### config.mk
export PLATFORM = sky130hd
export DESIGN_NAME = i2c_target_rx
export DESIGN_NICKNAME = d
export VERILOG_FILES = /design/src/rtl/i2c_target_rx.sv
export SDC_FILE = /design/constraint.sdc
export NUM_CORES = 1
export LEC_CHECK = 0
export ABC_AREA = 1
export ABC_CLOCK_PERIOD_IN_PS = 3300
export CORE_UTILIZATION = 57
export CTS_CLUSTER_DIAMETER = 150
export CTS_CLUSTER_SIZE = 24
export DETAILED_ROUTE_END_ITERATION = 10
export PLACE_DENSITY = 0.8
export SYNTH_ARGS = -nofsm -noshare
export SYNTH_HDL_FRONTEND = slang
export SYNTH_SLANG_ARGS = --single-unit
### constraint.sdc
create_clock -name clk -period 3.3 [get_ports clk]
set_input_delay 0.66 -clock clk [delete_from_list [all_inputs] [get_ports clk]]
set_output_delay 0.66 -clock clk [all_outputs]
set_load 0.02 [all_outputs]
### src/rtl/i2c_target_rx.sv
// I2C target receive engine: START/STOP detection, 7-bit address match, write-byte capture with
// SCL stretching until the consumer accepts. Optional stretch timeout under I2C_STRETCH_TIMEOUT_EN.
`timescale 1ns/1ps
module i2c_target_rx #(
  parameter logic [6:0]  ADDR        = 7'h50,
  parameter int          SYNC_STAGES = 2,
  parameter logic [15:0] TIMEOUT     = 16'd50000
) (
  input  logic       clk,
  input  logic       rst_n,
  input  logic       scl_in,
  input  logic       sda_in,
  output logic       scl_oe,
  output logic       sda_oe,
  output logic [7:0] rx_data,
  output logic       rx_valid,
  input  logic       rx_ready,
  output logic       addr_match,
  output logic       busy
`ifdef I2C_STRETCH_TIMEOUT_EN
  ,
  output logic       stretch_to
`endif
);

  typedef enum logic [2:0] {
    S_IDLE, S_ADDR, S_ACK_A, S_DATA, S_STRETCH, S_ACK_D, S_IGNORE
  } state_t;

  state_t state, state_n;

  // Top bit of each chain is the previous value of the synchronized level.
  logic [SYNC_STAGES:0] scl_sr, sda_sr;
  logic scl_s, scl_p, sda_s, sda_p;
  logic scl_rise, scl_fall, start_c, stop_c;

  logic [3:0] bit_cnt, cnt_n;
  logic [7:0] shreg, sh_n;
  logic [7:0] pend_data;
  logic       pend_valid;
  logic       scl_oe_n, sda_oe_n, am_n, busy_n;
  logic       byte_load, hs;

  always_ff @(posedge clk or negedge rst_n) begin
    if (!rst_n) begin
      scl_sr <= '1;
      sda_sr <= '1;
    end else begin
      scl_sr <= {scl_sr[SYNC_STAGES-1:0], scl_in};
      sda_sr <= {sda_sr[SYNC_STAGES-1:0], sda_in};
    end
  end

  assign scl_s    = scl_sr[SYNC_STAGES-1];
  assign scl_p    = scl_sr[SYNC_STAGES];
  assign sda_s    = sda_sr[SYNC_STAGES-1];
  assign sda_p    = sda_sr[SYNC_STAGES];
  assign scl_rise = scl_s & ~scl_p;
  assign scl_fall = ~scl_s & scl_p;
  assign start_c  = scl_s & scl_p & sda_p & ~sda_s;
  assign stop_c   = scl_s & scl_p & ~sda_p & sda_s;
  assign hs       = rx_valid & rx_ready;

`ifdef I2C_STRETCH_TIMEOUT_EN
  logic [15:0] to_cnt;
  logic        to_hit;
  assign to_hit = (state == S_STRETCH) && (to_cnt == TIMEOUT - 16'd1);
`else
  logic unused_timeout;
  assign unused_timeout = ^TIMEOUT;
`endif

  always_comb begin
    state_n   = state;
    cnt_n     = bit_cnt;
    sh_n      = shreg;
    scl_oe_n  = scl_oe;
    sda_oe_n  = sda_oe;
    am_n      = addr_match;
    busy_n    = busy;
    byte_load = 1'b0;
    if (start_c) begin
      state_n  = S_ADDR;
      cnt_n    = 4'd0;
      sda_oe_n = 1'b0;
      scl_oe_n = 1'b0;
      am_n     = 1'b0;
      busy_n   = 1'b1;
    end else if (stop_c) begin
      state_n  = S_IDLE;
      sda_oe_n = 1'b0;
      scl_oe_n = 1'b0;
      am_n     = 1'b0;
      busy_n   = 1'b0;
    end else begin
      case (state)
        S_ADDR, S_DATA: begin
          if (scl_rise && bit_cnt != 4'd8) begin
            sh_n  = {shreg[6:0], sda_s};
            cnt_n = bit_cnt + 4'd1;
          end else if (scl_fall && bit_cnt == 4'd8) begin
            if (state == S_ADDR) begin
              // Only a write to our own address is acknowledged; reads are NACKed.
              if (shreg == {ADDR, 1'b0}) begin
                state_n  = S_ACK_A;
                sda_oe_n = 1'b1;
                am_n     = 1'b1;
              end else begin
                state_n  = S_IGNORE;
                sda_oe_n = 1'b0;
              end
            end else begin
              byte_load = 1'b1;
              scl_oe_n  = 1'b1;
              state_n   = S_STRETCH;
            end
          end
        end
        S_ACK_A, S_ACK_D: begin
          if (scl_fall) begin
            sda_oe_n = 1'b0;
            cnt_n    = 4'd0;
            state_n  = S_DATA;
          end
        end
        S_STRETCH: begin
          // ACK is driven while SCL is still held low so it meets setup before release.
          if ((hs && !pend_valid) || !rx_valid) begin
            scl_oe_n = 1'b0;
            sda_oe_n = 1'b1;
            state_n  = S_ACK_D;
          end
`ifdef I2C_STRETCH_TIMEOUT_EN
          else if (to_hit) begin
            scl_oe_n = 1'b0;
            sda_oe_n = 1'b0;
            state_n  = S_IGNORE;
          end
`endif
        end
        S_IDLE, S_IGNORE: ;
        default: state_n = S_IDLE;
      endcase
    end
  end

  always_ff @(posedge clk or negedge rst_n) begin
    if (!rst_n) begin
      state      <= S_IDLE;
      bit_cnt    <= 4'd0;
      shreg      <= 8'd0;
      scl_oe     <= 1'b0;
      sda_oe     <= 1'b0;
      addr_match <= 1'b0;
      busy       <= 1'b0;
    end else begin
      state      <= state_n;
      bit_cnt    <= cnt_n;
      shreg      <= sh_n;
      scl_oe     <= scl_oe_n;
      sda_oe     <= sda_oe_n;
      addr_match <= am_n;
      busy       <= busy_n;
    end
  end

  // A byte that lands while the previous one is unconsumed waits in pend_data.
  always_ff @(posedge clk or negedge rst_n) begin
    if (!rst_n) begin
      rx_data    <= 8'd0;
      rx_valid   <= 1'b0;
      pend_data  <= 8'd0;
      pend_valid <= 1'b0;
    end else if (byte_load) begin
      if (!rx_valid) begin
        rx_data  <= shreg;
        rx_valid <= 1'b1;
      end else if (hs && !pend_valid) begin
        rx_data <= shreg;
      end else if (hs) begin
        rx_data   <= pend_data;
        pend_data <= shreg;
      end else begin
        pend_data  <= shreg;
        pend_valid <= 1'b1;
      end
    end else if (hs) begin
      if (pend_valid) begin
        rx_data    <= pend_data;
        pend_valid <= 1'b0;
      end else begin
        rx_valid <= 1'b0;
      end
    end
  end

`ifdef I2C_STRETCH_TIMEOUT_EN
  always_ff @(posedge clk or negedge rst_n) begin
    if (!rst_n) begin
      to_cnt     <= 16'd0;
      stretch_to <= 1'b0;
    end else begin
      to_cnt <= (state == S_STRETCH && !start_c && !stop_c) ? to_cnt + 16'd1 : 16'd0;
      if (start_c)
        stretch_to <= 1'b0;
      else if (to_hit && !stop_c && !((hs && !pend_valid) || !rx_valid))
        stretch_to <= 1'b1;
    end
  end
`endif

endmodule

### After elaboration in Yosys (flattened, before gate mapping)

Cells that the tools add are included.

| word-level totals | value |
|---|---|
| output and inout port bits | 13 |
| input port bits | 5 |
| bits in registers | 43 |

| operators by class | value |
|---|---|
| bitwise gates (word level) | 15 |
| $add $sub $neg | 1 |
| eq/ne operators | 25 |
| muxes and demuxes | 59 |
| reduce and logical (&&, ||, !) cells | 30 |

Operator list:

| operator | number |
|---|---|
| $mux 8 | 6 |
| $mux 1 | 37 |
| $ne 4x4->1 const B | 7 |
| $mux 3 | 8 |
| $mux 4 | 4 |
| $reduce_and 5->1 | 3 |
| $reduce_bool 3->1 | 5 |
| $ne 3x3->1 const B | 4 |
| $pmux 3 s4 | 1 |
| $reduce_and 4->1 | 3 |
| $eq 3x3->1 const B | 3 |
| $and 1x1->1 | 8 |
| $eq 8x8->1 const B | 1 |
| $ne 2x2->1 const B | 4 |
| $pmux 4 s2 | 1 |
| $not 1->1 | 7 |
| $eq 3x2->1 const B | 2 |
| $reduce_and 3->1 | 2 |
| $reduce_and 6->1 | 1 |
| $reduce_bool 2->1 | 3 |
| $reduce_or 2->1 | 3 |
| $reduce_bool 5->1 | 1 |
| $add 4x1->4 const B | 1 |
| $eq 4x4->1 const B | 1 |
| 11 further kinds | 14 |

### Logic depth before layout (Yosys ltp)

| depth | value |
|---|---|
| word-level depth | 10 |
| gate-level depth with buffers | 12 |
| depth with buffers taken out | 11 |

### Least setup slack after synthesis

Ideal clock, no wire load.

| timing | value |
|---|---|
| kind | reg-to-reg |
| from | register bit_cnt[0] |
| to | register pend_data[6] |
| period minus slack after synthesis | 1.535 ns |
| data arrival time | 1.417 ns |
| setup slack | 1.765 ns |
| cell stages (with the launch flop) | 11 |
| setup time | 0.118 ns |
| cell sequence | dfrtp_1 > inv_1 > ha_1 > nand3_2 > nor2_4 > nand3_4 > inv_8 > nand2_8 > buf_12 > nand2_2 > o21ai_2 |

| on the way | value |
|---|---|
| longest elaborated chain between the ends | 8 |

RTL lines:

| element | line | RTL |
|---|---|---|
| from (decl) | 37 | `logic [3:0] bit_cnt, cnt_n;` |
| from (signal assigned) | 158 | `bit_cnt <= cnt_n;` |
| $eq 4x4->1 | 101 | `end else if (scl_fall && bit_cnt == 4'd8) begin` |
| $logic_and 1x1->1 | 101 |  |
| $mux 1 | 101 |  |
| $mux 1 (*) | 98 | `if (scl_rise && bit_cnt != 4'd8) begin` |
| $mux 1 (*) | 96 | `case (state)` |
| $mux 1 (*) | 89 | `end else if (stop_c) begin` |
| $mux 1 (*) | 82 | `if (start_c) begin` |
| $reduce_and 3->1 (no source line) (*) | -- |  |
| to (signal assigned) | 182 | `pend_data <= shreg;` |
| to (signal assigned) | 184 | `pend_data <= shreg;` |
| to (decl) | 39 | `logic [7:0] pend_data;` |

Mark *: on every way between the ends. The rest lies on a longest branch, timed or not.
A chain may end at the register's enable or synchronous reset.

### Worst setup path in the final report

| timing | value |
|---|---|
| from | register rx_valid |
| to | output port rx_valid |

RTL lines:

| element | line | RTL |
|---|---|---|
| from (decl) | 16 | `output logic rx_valid,` |
| from (signal assigned) | 171 | `rx_valid <= 1'b0;` |
| from (signal assigned) | 177 | `rx_valid <= 1'b1;` |
| from (signal assigned) | 192 | `rx_valid <= 1'b0;` |

No word-level cell between the ends.

==> summary.txt <==
Detailed routing
  – Drt pass-1 iters: 4
  – Final WL: 4720 um
  – DRC violations left: 0
  – Antenna viol nets, final: 0
  – Via-to-Cell Ratio: between 5 and 6
  – WL per Instance: between 10 and 15 um
  – Vias: 2015
  – DR iter-0 viols: 148

Clocking
  – Max clock buf depth: 2
  – TritonCTS clock tree: done
  – Clk slew on worst S/H paths: roughly 0.08 ns
  – Post-CTS Hold Fix Bufs: 0
  – CTS buffer count: 5
  – Root buffer cell: clkbuf_8
  – Clk_lat worst skew: between 0.2 and 0.3 ns
  – Post-cts repair resize count: 0
  – Post-CTS Setup Bufs: 0
  – CTS sink cnt: 43
  – H-tree depth: 2

Synth
  – Unique cell type count in the Yosys netlist: 31
  – Synth Cell Area: about 2400 um^2
  – Yosys warns: 0
  – Syn_nets: between 300 and 400
  – Flops & latches, synth: 43
  – Syn Area/Cell: 7.37 um^2
  – Post-Synthesis Cells: 324
  – Sequential fraction of the synthesis area: 0.454

Timing
  – Setup tns final: 0 ns
  – RSZ-0062 raised after global routing: no
  – Fmax: roughly 450 MHz
  – Slew Limit Fails: 0
  – Post-layout minimum cycle time: roughly 2.2 ns
  – Setup Skew: just over 0.006 ns
  – Fin crit share: 0.673
  – Worst-Margin Slew: between 0.9 and 1 ns
  – Setup violations, final: 0
  – Final hold violation count: 0
  – Slew margin rel.: 0.385

Place
  – DP Area: 2570 um^2
  – Port Buf Inserts: 17
  – Placed insts: roughly 390
  – Gp weighted congestion: roughly 0.93
  – DP Wirelength: between 3000 and 4000 um

Layout
  – Final instance area: around 2700 um^2
  – Post-route insts no fill: slightly below 400
  – Most common cell after layout, fill and taps aside: nand2_1
  – Share of post-route cells with drive strength above 1: 0.134
  – Commonest cells after routing, fill and taps aside: nand2_1, dfrtp_1, inv_1
  – Final Net Count: 350
  – Syn-to-layout area delta: 12.4%
  – # diodes: 0
  – Fin util: 0.671

Critical path
  – Setup crit start: rx_valid
  – FF-to-FF path depth: 8
  – CP Capture Type: primary output
  – Critical Path End: rx_valid
  – WP data required: ~2.6 ns
  – Crit path DAT: 1.56 ns
  – RR Endpoint: state[1]
  – Crit-path cells: clkdlybuf4s50_1
  – RR Startpoint: rx_valid
  – Largest delay share family, worst path: buffers and inverters
  – CP Max Fanout: 11
  – Max stage delay on crit path: just under 0.7 ns
  – Worst reg2reg setup slack: between 1.5 and 2 ns
  – WP depth: 1
  – Crit path launch type: flip-flop
  – CP Class: flip-flop to primary output
  – Worst path slowest cell: clkdlybuf4s50_1
  – CP bufs+invs: 1

Global route
  – Vias in the first global route: ~1800
  – Initial antenna violation count: 0
  – First-pass GRT wire length: ~8100 um
  – Total GRT Usage: 0.241
  – Largest net degree at the start of global routing: between 40 and 50
  – Total congestion overflow: 0

Die
  – Die Height: approximately 67 um
  – Die width: 66.7 um
  – Initial Util: 0.597
  – Ports: 18
  – Core Area: 4000 um^2
  – Die area: ~4500 um^2
  – Rows: 23

Power and ir drop
  – Leakage: roughly 1.4 nW
  – Max VDD drop: approximately 360 uV
  – Total chip power: ~1.6 mW
  – P per Cell Area: slightly below 600 nW/um^2

Worst hold path
  – Worst Hold Class: flip-flop to flip-flop

Run
  – Max-Cap Viols: 0

Outcome
  – Status: finished clean
sequential cells by signal, indices dropped and copies added, names as in the netlist, 3 cells and up:
register and count:
sda_sr 3, bit_cnt 4, pend_data 8, scl_sr 3, shreg 8, state 3, rx_data 8
routing by layer:
metal,part of all wire,global-route usage,vias to the layer above
li1,-,-,1034
met1,0.48,0.322,933
met2,0.47,0.381,44
met3,0.043,0.0616,4
met4,0.0078,0.0718,0
met5,0,0,-
logic make-up (layout without fill, tap and decap cells):
group                    after synthesis  after routing  synth area share
AO/OA/AOI/OAI                         29             29            0.0812
XOR/XNOR                               2              2           0.00734
adder cells (fa/ha/maj)                2              2            0.0105
buffers and inverters                 40             60            0.0781
flip-flops                            43             43             0.454
AND/OR/NAND/NOR                      208            208             0.369
final cells by class:
class	instances	area, um^2
fillers	345	1320
repair buffers	18	173
clock buffers	6	72.6
multi-input cells	241	1120
clock inverters	2	37.5
flip-flops and latches	43	1080
inverters	34	138
well taps	50	62.6
stage by stage:
stage          setup slack, ns  hold slack (ns)
2_1_floorplan             1.77            0.345
3_5_place_dp              1.06            0.349
3_3_place_gp              1.09            0.346
6_report                  1.08            0.359
4_1_cts                   1.07            0.361
5_1_grt                  0.991            0.365
power breakdown:
| group | leakage (nW) | switching, mW | internal (mW) |
|---|---|---|---|
| logic | 0.758 | 0.326 | 0.184 |
| clock network | 0.0514 | 0.176 | 0.226 |
| registers | 0.560 | 0.0811 | 0.608 |
Yosys cell counts, drive strengths merged:
cell type,count,area (um^2)
a21oi,2,21.3
buf,5,45.0
clkbuf,1,3.75
dfrtp,37,926
dfstp,6,158
ha,2,25.0
inv,34,138
nand2,164,657
nand3,15,92.6
nand4,4,25.0
nor2,25,106
o211ai,1,7.51
o21ai,25,159
o22ai,1,6.26
xnor2,1,8.76
xor2,1,8.76
worst min path at each step:
| stage | cells after the start | from | slack (ns) | end |
|---|---|---|---|---|
| floorplan | 0 | scl_sr[0] | 0.35 | scl_sr[1] |
| global placement | 0 | sda_sr[0] | 0.35 | sda_sr[1] |
| detailed placement | 0 | scl_sr[0] | 0.35 | scl_sr[1] |
| CTS | 0 | scl_sr[0] | 0.36 | scl_sr[1] |
| global route | 0 | sda_sr[0] | 0.37 | sda_sr[1] |
| finish | 0 | scl_sr[0] | 0.36 | scl_sr[1] |
worst reg2reg max path: stages (launching register included):
cell and delay, ns:
dfrtp_1 0.58, inv_1 0.29, a21oi_4 0.28, nand2_1 0.08, nor2_1 0.16, nor2_2 0.10
nand2_2 0.11, nand2_1 0.06, o21ai_1 0.07
No activity file was read; power rests on OpenSTA's default activity.
